[src/rtl/writeback_unit.sv]
// Writeback stage: commits ALU/load results to an 8 x 16 register file, tracks pending writes, counts retirements.
// Optional feature: define WB_BYPASS_EN for same-cycle write-through on the read and scoreboard ports.
module writeback_unit #(
    parameter int DATA_W = 16,
    parameter int NREGS  = 8,
    parameter int CNT_W  = 16,
    localparam int RD_W  = $clog2(NREGS)
) (
    input  logic                   clk,
    input  logic                   rst,
    input  logic                   wb_valid,
    input  logic                   wb_is_ld,
    input  logic [DATA_W+RD_W:0]   rdvalmem,
    input  logic [DATA_W-1:0]      ldresult,
    input  logic [RD_W-1:0]        rs1_addr,
    input  logic [RD_W-1:0]        rs2_addr,
    output logic [DATA_W-1:0]      rs1_data,
    output logic [DATA_W-1:0]      rs2_data,
    input  logic                   busy_set,
    input  logic [RD_W-1:0]        busy_rd,
    output logic                   rs1_busy,
    output logic                   rs2_busy,
    output logic                   wb_we_q,
    output logic [RD_W-1:0]        wb_rd_q,
    output logic [DATA_W-1:0]      wb_data_q,
    output logic [CNT_W-1:0]       retired_cnt
);

    logic [DATA_W-1:0] regs [NREGS];
    logic [NREGS-1:0]  busy;
    logic [NREGS-1:0]  busy_next;
    logic              is_store;
    logic              commit;
    logic [RD_W-1:0]   rd;
    logic [DATA_W-1:0] commit_data;

    assign is_store    = rdvalmem[DATA_W+RD_W];
    assign rd          = rdvalmem[RD_W-1:0];
    assign commit      = wb_valid & ~is_store;
    assign commit_data = wb_is_ld ? ldresult : rdvalmem[DATA_W+RD_W-1:RD_W];

    // Clear is applied before set so a same-register set/clear leaves the younger writer pending.
    always_comb begin
        busy_next = busy;
        if (commit)
            busy_next[rd] = 1'b0;
        if (busy_set)
            busy_next[busy_rd] = 1'b1;
    end

    always_ff @(posedge clk) begin
        if (rst) begin
            regs        <= '{default: '0};
            busy        <= '0;
            wb_we_q     <= 1'b0;
            wb_rd_q     <= '0;
            wb_data_q   <= '0;
            retired_cnt <= '0;
        end else begin
            busy    <= busy_next;
            wb_we_q <= commit;
            if (commit) begin
                regs[rd]  <= commit_data;
                wb_rd_q   <= rd;
                wb_data_q <= commit_data;
            end
            if (wb_valid)
                retired_cnt <= retired_cnt + CNT_W'(1);
        end
    end

    always_comb begin
        rs1_data = regs[rs1_addr];
        rs2_data = regs[rs2_addr];
        rs1_busy = busy[rs1_addr];
        rs2_busy = busy[rs2_addr];
`ifdef WB_BYPASS_EN
        if (commit && rd == rs1_addr) begin
            rs1_data = commit_data;
            rs1_busy = busy_set && busy_rd == rs1_addr;
        end
        if (commit && rd == rs2_addr) begin
            rs2_data = commit_data;
            rs2_busy = busy_set && busy_rd == rs2_addr;
        end
`endif
    end

endmodule

[config.mk]
export PLATFORM = sky130hd
export DESIGN_NAME = writeback_unit
export DESIGN_NICKNAME = d
export VERILOG_FILES = /design/src/rtl/writeback_unit.sv
export SDC_FILE = /design/constraint.sdc
export NUM_CORES = 1
export LEC_CHECK = 0
export CORE_UTILIZATION = 25
export DETAILED_ROUTE_END_ITERATION = 10
export PLACE_DENSITY = 0.54
export SETUP_SLACK_MARGIN = 0.05
export SYNTH_ARGS = -nofsm -noshare
export SYNTH_HDL_FRONTEND = slang
export SYNTH_SLANG_ARGS = --single-unit
[constraint.sdc]
create_clock -name clk -period 3.2 [get_ports clk]
set_input_delay 0.32 -clock clk [delete_from_list [all_inputs] [get_ports clk]]
set_output_delay 0.32 -clock clk [all_outputs]
set_load 0.02 [all_outputs]
---- Yosys cells after proc, flatten, opt, wreduce, memory -nomap -nowiden ----
Index checks and enable logic that the tools add are counted.
storage, ports and cells
  register bits ........................... 172
  latch bits .............................. 0
  bits in writable memories ............... 0
  memory bits (read-only) ................. 0
  logic and storage cells ................. 55
  memories ................................ 0
operators by class
  add/subtract/negate cells ............... 1
  multiply operators ...................... 0
  div/mod/pow operators ................... 0
  magnitude comparators ................... 10
  equal/unequal tests ..................... 0
  shift operators ......................... 0
  muxes and demuxes ....................... 20
  bitwise gates (word level) .............. 8
  reductions and logical operators ........ 3
operators by type and width
  cell                     number
  $bwmux W128              1
  $bmux W16 S3             2
  $mux W16                 6
  $demux W16 S3            1
  $add A16 B1 Y16 const B  1
  $lt A3 B4 Y1 const B     4
  $mux W8                  2
  $ge A4 B4 Y1 const B     3
  $not A3 Y4               3
  $and A8 B8 Y8            1
  $not A8 Y8               1
  $or A8 B8 Y8             1
  $bmux W1 S3              2
  $demux W1 S3             2
  $ge A3 B1 Y1 const B     2
  $lt A4 B1 Y1 const B     1
  $mux W1                  4
  $logic_and A1 B1 Y1      3
  $and A1 B1 Y1            1
  $not A1 Y1               1

---- Depth between registers and ports, before layout ----
  depth in word-level cells ............... 9
  gate-level depth with buffers ........... 6
  gate-level depth less buffers ........... 4

---- Worst setup path after synthesis ----
Ideal clock, no wire load.
  path type ............................... input to output
  start point ............................. input port rs1_addr[0]
  end point ............................... output port rs1_data[12]
  arrival ................................. 1570 ps
  path slack .............................. 1310 ps
  stages on the path ...................... 4
  path buffers ............................ 2
  path through ............................ buf_2 buf_2 mux4_2 mux2_2
between the ends
  word-level cells in the longest chain between the ends .. 4
RTL lines
  element                                       line  RTL
  from (decl)                                   15    input logic [RD_W-1:0] rs1_addr,
  $not A3 Y4 (not written as such)              73    rs1_data = regs[rs1_addr];
  $bmux W16 S3                                  73
  $mux W16 (not written as such) (2 in series)  73
  to (decl)                                     17    output logic [DATA_W-1:0] rs1_data,
No other way between the ends. The select of a mux whose other input is x is not followed.

---- Final worst setup path ----
  start point ............................. input port rs1_addr[1]
  end point ............................... output port rs1_data[3]
The elaborated chain is that of the path after synthesis.

==> reports/metrics.yaml <==
status: "completed"
critical-path-max-stage-delay_ps: 550
chipHeight_um: 185.9
setup_viol: 0
synthesis.yosys.warnings: 0
internal_power_w: 0.003823
final_cells: 1331
async_reset_ff_share_pct: 0
post-route-period-util_pct: 81.13
r2r-start: "retired_cnt[4]"
antenna_cells_inserted: 0
die_area_sq_um: 34550
comb_power_share_pct: 13.0
yosys_register_bits: 172
multi_input_comb_area_sq_um: 4629
finalWeightedCongestion: 0.7494
initial_cell_density_of_the_core_pct: 25.72
seqCellArea_sq_um: 3443
drv_slew: 0
max_clock_skew_ps: 8.125
rsz0062_at_grt: "no"
place_hpwl_um: 17140
hold_path_depth: 2
grt_pass1_wl_um: 42260
total_switching_power_w: 0.001326
switching_share_pct: 25.75
post_synth_top_area_cell: "dfxtp_1"
path_class: "in2out"
cts_h_tree_lvls: 4
post_cts_hold_buffer_count: 0
drt_drc_violations_left: 0
design.portCount: 120
netlist_instances: 780
slew_headroom_pct: 39.46
crit_arrival_ps: 2280
cts.repair.resized: 0
clock_tree_from_tritoncts: "done"
cellPowerDensity_nw_per_um2: 475.4
antenna_found_initial: 0
critical_path.startpoint_type: "input pin"
worst_path_dominant_cell_family: "buffers and inverters"
timing_worst_slew_pin_value_ps: 882.9
num_rows: 66
overall_routed_net_length_um: 27280
syn-num-nets: 831
cts.clk_slew.worst_paths_ps: 70
power.share.clock_pct: 43.5
seq_area_frac_synth_pct: 40.73
die_w_um: 185.9
buffer_ports.inserted: 119
max-vdd-ir-drop_v: 0.0002660
syn_avg_cell_area_sq_um: 10.84
tns_ps: 0
synthDistinctLibCells: 33
cp.required_ps: 2880
hold_class: "in2reg"
timing.critical_path.to_type: "output pin"
cts_buffers: 17
hold_viol_final: 0
timing.max_cap.violations: 0
drt.antenna.violating_nets: 0
via_count: 7017
detail_route.iter0.violations: 458
post-place-cells: 1299
share_seq_of_total_power_pct: 43.5
groute.usage.overall_pct: 16.22
core_sq_um: 32870
synth_top_area_share_pct: 40.73
finish.net_count: 927
fmax_mhz: 385.2
endpoint_of_the_worst_register_to_register_path: "retired_cnt[14]"
finalWorstPathRequiredPeriod_ps: 2596
first_global_vias: 6820
grt.overflow.total: 0
layout-area-overhead-vs-synth_pct: 28.11
timing.critical_path.from: "rs1_addr[1]"
worst-path-max-fanout: 20
timing.critical_path.to: "rs1_data[3]"
cts.root.buffer_cell: "clkbuf_16"
leakage_nw: 3.458
r2r.worst_path.cells: 3
timing.critical_path.buf_inv: 3
maximum_number_of_pins_on_one_net_before_global_route_repair: 75
worst-r2r-setup-slack_ps: 1350
cp.depth: 5
crit_path_top_delay_cell: "clkdlybuf4s50_1"
number_of_enable_type_register_cells_in_the_synthesized_netlist: 0
fill_cells: 3422
number_of_sinks_on_the_clock_net: 172
synth_top_cells_by_area: "dfxtp_1 (41%), mux4_2 (18%), a211oi_1 (13%), a21oi_1 (8.5%), mux2_2 (5.1%)"
wl_per_cell_um: 20.49
most_used_flip_flop_cell_after_synthesis: "dfxtp_1"
detail_route.vias_per_cell: 5.272
firstDrtPassIters: 4
cts_post_setup_buffers_inserted: 0
post_route_cells_drive_above_1_share_pct: 22.27
cts.path.max_buffers: 2
syn-cell-area_sq_um: 8453
clock_insertion_delay_worst_skew_ps: 430
path_cells: "buf_2 > buf_4 > mux4_2 > mux2_2 > clkdlybuf4s50_1"
## logic make-up (layout without fill, tap and decap cells)
| group | count (synthesis) | count (layout) | synth area share, % |
|---|---|---|---|
| adder cells (fa/ha/maj) | 1 | 1 | 0.1480 |
| XOR/XNOR | 4 | 4 | 0.4145 |
| flip-flops | 172 | 172 | 40.73 |
| buffers and inverters | 85 | 194 | 4.855 |
| AO/OA/AOI/OAI | 302 | 302 | 22.26 |
| AND/OR/NAND/NOR | 90 | 90 | 6.039 |
| multiplexers | 126 | 126 | 25.55 |
## metrics by stage
stage	cell area [sq um]	util [%]	total power [W]	setup slack, ps	hold WS, ps
2_1_floorplan	8453	-	0.002665	1310	460.3
3_3_place_gp	10200	31.03	0.002958	582.3	472.3
3_5_place_dp	10200	31.03	0.002961	579.9	484.3
4_1_cts	10830	32.95	0.005191	575.1	362.1
5_1_grt	10830	32.95	0.005335	493.7	390.0
6_report	10830	32.95	0.005149	603.8	369.5
## power groups by stage
stage	Clock, W	Combinational (W)	Sequential [W]
floorplan	0	0.000368	0.00230
global placement	0	0.000674	0.00228
detailed placement	0	0.000676	0.00228
CTS	0.00228	0.000677	0.00224
global route	0.00237	0.000724	0.00224
finish	0.00224	0.000672	0.00224
## layout make-up
cell class | count | share of cell area (%)
Multi-Input combinational cell | 523 | 42.75
Inverter | 2 | 0.06932
Tap cell | 442 | 5.107
Timing Repair Buffer | 160 | 14.44
Sequential cell | 172 | 31.80
Clock inverter | 14 | 1.779
Clock buffer | 18 | 4.055
## Yosys cell counts (all sizes together), types with 3 or more instances
master	n
nor2	37
nand3	8
mux2i	20
xor2	3
buf	57
mux4	68
or3	4
o31ai	4
nor4	4
a21oi	143
mux2	38
a211oi	144
nand4	6
dfxtp	172
nand2	8
clkbuf	26
nor2b	10
or4	4
o21ai	11
## worst min-delay path by stage
stage	from	slack (ps)	endpoint
floorplan	busy[2]	460	busy[2]
global placement	wb_rd_q[2]	470	wb_rd_q[2]
detailed placement	wb_rd_q[2]	480	wb_rd_q[2]
CTS	rst	360	retired_cnt[1]
global route	rst	390	retired_cnt[4]
finish	rst	370	retired_cnt[1]
## cell usage in the layout (no fill, tap or decap), drive strengths merged, types with 2 or more instances in the layout
master	synthesis	layout
mux2	38	38
nor4	4	4
xor2	3	3
nand3	8	8
clkdlybuf4s50	0	114
nand4	6	6
or4	4	4
o21ai	11	11
o31ai	4	4
nor3b	2	2
nor2b	10	10
clkinv	0	5
nor2	37	37
clkinvlp	0	3
dfxtp	172	172
a21oi	143	143
inv	2	4
buf	57	46
or3b	2	2
mux2i	20	20
or3	4	4
clkbuf	26	18
a211oi	144	144
nand2	8	8
bufinv	0	4
mux4	68	68
## state kept, by name (all words and copies together) (netlist names)
| signal | cells |
|---|---|
| busy | 8 |
| regs | 128 |
| retired_cnt | 16 |
| wb_data_q | 16 |
| wb_rd_q | 3 |
| wb_we_q | 1 |
## routing by layer
layer / wire length [um] / track usage, % / vias to the layer above
met4: 450 / 5.311 / 0
met2: 13310 / 26.45 / 205
met5: 0 / 0 / -
li1: - / - / 3258
met3: 1466 / 2.602 / 26
met1: 12050 / 21.73 / 3528
## worst reg2reg max path, stage by stage (launching register included)
cell and delay [ps]:
dfxtp_1 440, nand4_1 470, nor4_1 470, mux2_2 370
No activity file was read; power rests on OpenSTA's default activity.
